## src/rtl/forwarding_hazard_unit_pkg.sv

```systemverilog
// forwarding_hazard_unit_pkg: shared widths and operand-mux select encodings
package forwarding_hazard_unit_pkg;
  localparam int NB_REG = 5;
  localparam int NB_SEL = 2;
  localparam logic [NB_SEL-1:0] SEL_REGFILE = 2'b00;
  localparam logic [NB_SEL-1:0] SEL_EXMEM = 2'b01;
  localparam logic [NB_SEL-1:0] SEL_MEMWB = 2'b10;
  localparam logic [NB_SEL-1:0] SEL_IMM = 2'b11;
endpackage

```

## src/rtl/forwarding_hazard_unit_if.sv

```systemverilog
// forwarding_hazard_unit_if: ID-stage fields in, operand selects and stall out
// HAZARD_STATS_EN adds the stall_count_o counter output.
interface forwarding_hazard_unit_if;
  import forwarding_hazard_unit_pkg::*;
  logic enable_i;
  logic flush_i;
  logic [NB_REG-1:0] id_rs_i;
  logic [NB_REG-1:0] id_rt_i;
  logic id_uses_rt_i;
  logic [NB_REG-1:0] id_wreg_i;
  logic id_regwrite_i;
  logic id_memread_i;
  logic id_alusrc_i;
  logic [NB_SEL-1:0] fwd_a_sel_o;
  logic [NB_SEL-1:0] fwd_b_sel_o;
  logic [NB_SEL-1:0] fwd_st_sel_o;
  logic stall_o;
`ifdef HAZARD_STATS_EN
  logic [31:0] stall_count_o;
`endif
  modport master (
    output enable_i, flush_i, id_rs_i, id_rt_i, id_uses_rt_i, id_wreg_i,
    output id_regwrite_i, id_memread_i, id_alusrc_i,
`ifdef HAZARD_STATS_EN
    input stall_count_o,
`endif
    input fwd_a_sel_o, fwd_b_sel_o, fwd_st_sel_o, stall_o
  );
  modport slave (
    input enable_i, flush_i, id_rs_i, id_rt_i, id_uses_rt_i, id_wreg_i,
    input id_regwrite_i, id_memread_i, id_alusrc_i,
`ifdef HAZARD_STATS_EN
    output stall_count_o,
`endif
    output fwd_a_sel_o, fwd_b_sel_o, fwd_st_sel_o, stall_o
  );
endinterface

```

## src/rtl/forwarding_hazard_unit_fwd_match.sv

```systemverilog
// forwarding_hazard_unit_fwd_match: select code for one source register vs EX/MEM shadows
module forwarding_hazard_unit_fwd_match
  import forwarding_hazard_unit_pkg::*;
(
  input  logic [NB_REG-1:0] src,
  input  logic [NB_REG-1:0] ex_wreg,
  input  logic              ex_regwrite,
  input  logic [NB_REG-1:0] mem_wreg,
  input  logic              mem_regwrite,
  output logic [NB_SEL-1:0] sel
);
  // $0 is hardwired zero; EX is checked first so the newest producer wins
  always_comb begin
    sel = (src == '0) ? SEL_REGFILE :
          (ex_regwrite && ex_wreg == src) ? SEL_EXMEM :
          (mem_regwrite && mem_wreg == src) ? SEL_MEMWB : SEL_REGFILE;
  end
endmodule

```

## src/rtl/forwarding_hazard_unit.sv

```systemverilog
// forwarding_hazard_unit: registered EX operand forwarding selects and load-use stall
// Optional HAZARD_STATS_EN adds a saturating count of stalled pipeline advances.
module forwarding_hazard_unit
  import forwarding_hazard_unit_pkg::*;
(
  input logic clock_i,
  input logic reset_n_i,
  forwarding_hazard_unit_if.slave bus
);
  logic [NB_REG-1:0] ex_wreg_q, mem_wreg_q;
  logic ex_regwrite_q, ex_memread_q, mem_regwrite_q;
  logic hazard, bubble;
  logic [NB_SEL-1:0] rs_sel, rt_sel;
  assign hazard = ex_memread_q && ex_wreg_q != '0 &&
                  (ex_wreg_q == bus.id_rs_i || (bus.id_uses_rt_i && ex_wreg_q == bus.id_rt_i));
  assign bubble = bus.flush_i || hazard;
  assign bus.stall_o = hazard;
  forwarding_hazard_unit_fwd_match u_rs (
    .src(bus.id_rs_i), .ex_wreg(ex_wreg_q), .ex_regwrite(ex_regwrite_q),
    .mem_wreg(mem_wreg_q), .mem_regwrite(mem_regwrite_q), .sel(rs_sel)
  );
  forwarding_hazard_unit_fwd_match u_rt (
    .src(bus.id_rt_i), .ex_wreg(ex_wreg_q), .ex_regwrite(ex_regwrite_q),
    .mem_wreg(mem_wreg_q), .mem_regwrite(mem_regwrite_q), .sel(rt_sel)
  );
  always_ff @(posedge clock_i or negedge reset_n_i) begin
    if (!reset_n_i) begin
      ex_wreg_q <= '0;
      ex_regwrite_q <= 1'b0;
      ex_memread_q <= 1'b0;
      mem_wreg_q <= '0;
      mem_regwrite_q <= 1'b0;
      bus.fwd_a_sel_o <= SEL_REGFILE;
      bus.fwd_b_sel_o <= SEL_REGFILE;
      bus.fwd_st_sel_o <= SEL_REGFILE;
    end else if (bus.enable_i) begin
      mem_wreg_q <= ex_wreg_q;
      mem_regwrite_q <= ex_regwrite_q;
      ex_wreg_q <= bubble ? '0 : bus.id_wreg_i;
      ex_regwrite_q <= !bubble && bus.id_regwrite_i;
      ex_memread_q <= !bubble && bus.id_memread_i;
      bus.fwd_a_sel_o <= bubble ? SEL_REGFILE : rs_sel;
      bus.fwd_b_sel_o <= bubble ? SEL_REGFILE : bus.id_alusrc_i ? SEL_IMM : rt_sel;
      bus.fwd_st_sel_o <= bubble ? SEL_REGFILE : rt_sel;
    end
  end
`ifdef HAZARD_STATS_EN
  always_ff @(posedge clock_i or negedge reset_n_i) begin
    if (!reset_n_i) bus.stall_count_o <= '0;
    else if (bus.enable_i && hazard && bus.stall_count_o != '1) bus.stall_count_o <= bus.stall_count_o + 32'd1;
  end
`endif
endmodule

```

## src/flat_wrapper.sv

```systemverilog
// flat-port wrapper written by rule: the top's interface ports become plain ports
module forwarding_hazard_unit_flat import forwarding_hazard_unit_pkg::*;
  (clock_i, reset_n_i, bus_enable_i, bus_flush_i, bus_id_rs_i, bus_id_rt_i, bus_id_uses_rt_i, bus_id_wreg_i, bus_id_regwrite_i, bus_id_memread_i, bus_id_alusrc_i, bus_fwd_a_sel_o, bus_fwd_b_sel_o, bus_fwd_st_sel_o, bus_stall_o);
  forwarding_hazard_unit_if bus_i ();
  input logic clock_i;
  input logic reset_n_i;
  input wire logic [$bits(bus_i.enable_i)-1:0] bus_enable_i;
  input wire logic [$bits(bus_i.flush_i)-1:0] bus_flush_i;
  input wire logic [$bits(bus_i.id_rs_i)-1:0] bus_id_rs_i;
  input wire logic [$bits(bus_i.id_rt_i)-1:0] bus_id_rt_i;
  input wire logic [$bits(bus_i.id_uses_rt_i)-1:0] bus_id_uses_rt_i;
  input wire logic [$bits(bus_i.id_wreg_i)-1:0] bus_id_wreg_i;
  input wire logic [$bits(bus_i.id_regwrite_i)-1:0] bus_id_regwrite_i;
  input wire logic [$bits(bus_i.id_memread_i)-1:0] bus_id_memread_i;
  input wire logic [$bits(bus_i.id_alusrc_i)-1:0] bus_id_alusrc_i;
  output wire logic [$bits(bus_i.fwd_a_sel_o)-1:0] bus_fwd_a_sel_o;
  output wire logic [$bits(bus_i.fwd_b_sel_o)-1:0] bus_fwd_b_sel_o;
  output wire logic [$bits(bus_i.fwd_st_sel_o)-1:0] bus_fwd_st_sel_o;
  output wire logic [$bits(bus_i.stall_o)-1:0] bus_stall_o;
  assign bus_i.enable_i = bus_enable_i;
  assign bus_i.flush_i = bus_flush_i;
  assign bus_i.id_rs_i = bus_id_rs_i;
  assign bus_i.id_rt_i = bus_id_rt_i;
  assign bus_i.id_uses_rt_i = bus_id_uses_rt_i;
  assign bus_i.id_wreg_i = bus_id_wreg_i;
  assign bus_i.id_regwrite_i = bus_id_regwrite_i;
  assign bus_i.id_memread_i = bus_id_memread_i;
  assign bus_i.id_alusrc_i = bus_id_alusrc_i;
  assign bus_fwd_a_sel_o = bus_i.fwd_a_sel_o;
  assign bus_fwd_b_sel_o = bus_i.fwd_b_sel_o;
  assign bus_fwd_st_sel_o = bus_i.fwd_st_sel_o;
  assign bus_stall_o = bus_i.stall_o;
  forwarding_hazard_unit u_core (.clock_i(clock_i), .reset_n_i(reset_n_i), .bus(bus_i));
endmodule
```

## config.mk

```make
export PLATFORM = sky130hd
export DESIGN_NAME = forwarding_hazard_unit_flat
export DESIGN_NICKNAME = d
export VERILOG_FILES = /design/src/rtl/forwarding_hazard_unit_pkg.sv /design/src/rtl/forwarding_hazard_unit_if.sv /design/src/rtl/forwarding_hazard_unit_fwd_match.sv /design/src/rtl/forwarding_hazard_unit.sv /design/src/flat_wrapper.sv
export SDC_FILE = /design/constraint.sdc
export NUM_CORES = 1
export LEC_CHECK = 0
export CAP_MARGIN = 40
export CORE_MARGIN = 3
export CORE_UTILIZATION = 30
export DETAILED_ROUTE_END_ITERATION = 16
export PLACE_DENSITY = 0.62
export SLEW_MARGIN = 30
export SYNTH_ARGS = -nofsm -noshare
export SYNTH_HDL_FRONTEND = slang
export SYNTH_SLANG_ARGS = --single-unit
```

## constraint.sdc

```tcl
create_clock -name clock_i -period 3.8 [get_ports clock_i]
set_input_delay 0.76 -clock clock_i [delete_from_list [all_inputs] [get_ports clock_i]]
set_output_delay 0.76 -clock clock_i [all_outputs]
set_load 0.01 [all_outputs]
```

# Yosys cells after proc, flatten, opt, wreduce, memory -nomap -nowiden
# Index checks and enable logic that the tools add are counted.
dict set report word_totals {
  word_cells 38
  in_bits 23
  regBits 19
  out_inout_bits 7
}
dict set report op_classes {
  muxes 11
  n_reduce_logical 15
  eq_ne 4
}
# cell count
set ops {}
lappend ops {{equality test 5 bit} 4}
lappend ops {{2-to-1 mux 2 bit} 10}
lappend ops {{zero test 5 bit} 2}
lappend ops {{logical AND 1 bit} 9}
lappend ops {{2-to-1 mux 5 bit} 1}
lappend ops {{nonzero test 5 bit} 1}
lappend ops {{logical OR 1 bit} 2}
lappend ops {{zero test 1 bit} 1}

# Depth between registers and ports, before layout
dict set report logic_depth {
  ltp_word 7
  depth_mapped 5
  depth_no_buf 5
}

# By module
# From an unflattened synthesis, not the netlist that was laid out.
dict set report unflattened {
  cells_unflattened 161
  area_unflattened_um2 1416.4
}
# mod seq_area_each_um2 cells_each area_each_um2 n_inst
set modules_own_cells {}
lappend modules_own_cells {forwarding_hazard_unit 475.5 125 1146.1 1}
lappend modules_own_cells {forwarding_hazard_unit_fwd_match 0.0 18 135.1 2}

# Least setup slack after synthesis
# Ideal clock, no wire load.
dict set report synth_timing {
  kind {input port to output port}
  startpoint {input bus_id_rs_i[0]}
  endpoint {output bus_stall_o}
  path_slack_ps 1584
  t_arrival_ps 1456
  path_stages 4
  n_path_buf 0
  t_required_ps 3040
  path_cell_list {xor2_1 nor3_1 a32oi_2 nor2_2}
}
dict set report synth_between {
  elab_chain_cells 3
}
# item line
set synth_rtl {}
lappend synth_rtl {{start: declaration} flat_wrapper.sv:9} ;# input wire logic [$bits(bus_i.id_rs_i)-1:0] bus_id_rs_i;
lappend synth_rtl {{equality test 5 bit} forwarding_hazard_unit.sv:15} ;# (ex_wreg_q == bus.id_rs_i || (bus.id_uses_rt_i && ex_wreg_q == bus.id_rt_i));
lappend synth_rtl {{logical OR 1 bit} forwarding_hazard_unit.sv:15}
lappend synth_rtl {{logical AND 1 bit} forwarding_hazard_unit.sv:14} ;# assign hazard = ex_memread_q && ex_wreg_q != '0 &&
lappend synth_rtl {{end: declaration} flat_wrapper.sv:19} ;# output wire logic [$bits(bus_i.stall_o)-1:0] bus_stall_o;
# No other way between the ends.

# Final worst setup path
dict set report layout_timing {
  startpoint {input bus_id_rs_i[4]}
  endpoint {output bus_stall_o}
}
# Same word-level chain as after synthesis.

==> impl_metrics.yaml <==
clock_tree:
  cts_max_level: 1
  cts_hold_buffers: 0
  cts_tree: "built"
  root_buffer: "clkbuf_4"
  clock-sinks: 19
  path_clk_slew_ns: 0.11
  clkLatencyLatePin_ns: 0.29
  numCtsBuffers: 3
  cts_buffer_depth: 2
  post_cts_resized: 0
  post-cts-setup-buffers: 0
placed_design:
  hpwlAfterDp_mm: 1.94
  placed_area_um2: 1390
  io_buffers: 29
  globalplace.congestion: 0.956
  dpl_worst_slack_ns: 0.486
  dp.cells: 159
timing:
  finalHoldViolCount: 0
  fmax_mhz: 301
  finalCriticalPeriod_ns: 3.33
  rsz0062_at_grt: "false"
  setup_viol: 0
  maxSlewHeadroom: 0.689
  slew_viol_final: 0
  worstMarginPinSlew_ns: 0.464
  setup_slack_ns: 0.473
  tns_ns: 0
  finalCritPeriodShare: 0.875
  whs_ns: 0.498
  finClkSkew_ns: 0.00249
logic_synthesis:
  syn_nets: 111
  synth_area_per_cell_um2: 11.9
  synth.cell_area_um2: 1050
  ys_types: 30
  syn-instance-count: 88
  synth_top_area_cell: "dfrtp_1"
  seq_area_frac_synth: 0.452
  synthTopCellsByArea: "dfrtp_1 (45%), xor2_1 (12%), mux2_2 (6.4%), a22o_1 (5.8%), xnor2_1 (5.0%)"
  ys_ff_latch: 19
  ys_warn_count: 0
  yosysTopAreaCellShare: 0.452
worst_setup_path:
  crit_arrival_ns: 2.57
  max_stage_delay_ns: 0.56
  cp_common_cell: "clkdlybuf4s50_1"
  critPathRequiredTime_ns: 3.04
  cp-end-kind: "output port"
  worstSetupPathType: "in -> out"
  path_cells: "clkdlybuf4s50_1 > xor2_1 > nor3_1 > a32oi_2 > nor2_2 > clkdlybuf4s50_1"
  cp-start-kind: "primary input"
  crit_fanout: 3
  slowest_stage: "clkdlybuf4s50_1"
detailed_routing:
  via_per_inst: 4.73
  wl_per_cell_um: 14.6
  first_pass_iters: 3
  drc: 0
  routed_wl_mm: 2.39
  vias: 776
  first_iter_violations: 24
  ant_nets: 0
cells_and_area:
  nNetsFinal: 144
  layout.cells.non_filler: 164
  area_growth_pct: 35.7
  utilization: 0.445
  diodes: 0
  layout-drive-gt1-share: 0.183
  design_area_um2: 1430
global_route:
  track_usage: 0.128
  grt_max_degree: 20
  grt_pass1_vias: 869
  gr-total-overflow: 0
  antenna_found_initial: 0
  grt_pass1_wl_mm: 4.24
flow_run:
  drv_cap: 0
power_and_ir_drop:
  p_total_uw: 440
  irDropWorstVdd_uv: 213
  power_density_nw_per_um2: 309
  p_leak_nw: 0.587
floorplanning:
  pin_count: 30
  die_w_um: 65.2
  fp-row-count: 20
  die_h_um: 65.2
  initial_utilization: 0.328
  dieArea_um2: 4250
  coreArea_um2: 3200
status:
  status: "completed"
min_path:
  hold_path.class: "reg -> reg"
[power breakdown]
group	leakage, nW	switching (mW)	internal (mW)	total [mW]
Clock	0.0177	0.0612	0.0392	0.100
Sequential	0.251	0.0198	0.217	0.237
Combinational	0.318	0.0435	0.0594	0.103
[cells in the final DEF, fill, tap and decap left out, types with 3 or more instances in the layout]
cell type / count
inv_1: 4
clkdlybuf4s50_1: 29
nor2_1: 4
xor2_1: 14
mux2_2: 6
dfrtp_1: 19
a22o_1: 7
xnor2_1: 6
clkbuf_4: 3
[worst paths after layout]
path	cells past startpoint	startpoint	slack, ns	endpoint
max in group asynchronous	2	reset_n_i	2.64	u_core.ex_regwrite_q
min	1	u_core.bus.fwd_b_sel_o[0]	0.50	u_core.bus.fwd_b_sel_o[0]
min in group asynchronous	1	reset_n_i	0.74	u_core.ex_memread_q
max reg2reg	4	u_core.ex_wreg_q[0]	2.06	u_core.bus.fwd_st_sel_o[1]
min reg2reg	1	u_core.bus.fwd_b_sel_o[0]	0.50	u_core.bus.fwd_b_sel_o[0]
max	6	bus_id_rs_i[4]	0.47	bus_stall_o
[critical path, delay by kind of cell]
kind | cells | cell delay (ns)
AOI/OAI and AO/OA | 1 | 0.13
xor gates and xnor gates | 1 | 0.19
buffers and inverters | 2 | 1.03
and+or+nand+nor | 2 | 0.46
[logic make-up (layout without fill, tap and decap cells)]
| logic type | Yosys count | count (layout) | share of synthesized area |
|---|---|---|---|
| buffers and inverters | 6 | 38 | 0.0226 |
| AND/OR/NAND/NOR | 17 | 17 | 0.107 |
| flip-flops | 19 | 19 | 0.452 |
| AO/OA/AOI/OAI | 20 | 20 | 0.187 |
| multiplexers | 6 | 6 | 0.0643 |
| XOR/XNOR | 20 | 20 | 0.167 |
[registers in the layout, indices dropped and copies added (netlist names)]
register,count
u_core.ex_regwrite_q,1
u_core.bus.fwd_b_sel_o,2
u_core.mem_regwrite_q,1
u_core.bus.fwd_a_sel_o,2
u_core.mem_wreg_q,5
u_core.ex_memread_q,1
u_core.ex_wreg_q,5
u_core.bus.fwd_st_sel_o,2
[cell usage after synthesis]
cell type	number
nand4_1	2
nor2_2	1
o21ba_2	1
buf_2	1
or4_4	2
and3_1	1
o21a_2	1
inv_1	4
nor4_1	1
mux2_2	6
o32ai_1	2
o21ai_0	1
dfrtp_1	19
or4_1	1
nor2_1	4
o2bb2ai_1	2
a41oi_1	1
nor2_4	1
o32ai_2	1
clkbuf_1	1
a22o_1	7
nor3_2	1
xor2_1	14
nand3_1	2
o21ai_4	1
a32o_1	1
nor3_1	1
o21ai_2	1
a32oi_2	1
xnor2_1	6
[layout make-up]
class	count	area [um^2]
repair buffers	30	302
well taps	44	55.1
clock buffers	3	22.5
inverters	4	15.0
clock inverters	1	5.00
multi-input cells	63	552
flip-flops and latches	19	475
fillers	315	1780
[routing by layer]
metal | up-vias | share of wire | GRT usage
li1 | 388 | - | -
met3 | 0 | 0.049 | 0.0393
met5 | - | 0 | 0
met1 | 369 | 0.44 | 0.162
met2 | 19 | 0.51 | 0.221
met4 | 0 | 0 | 0.0155
Note: power is estimated with default switching activity, not from simulation.
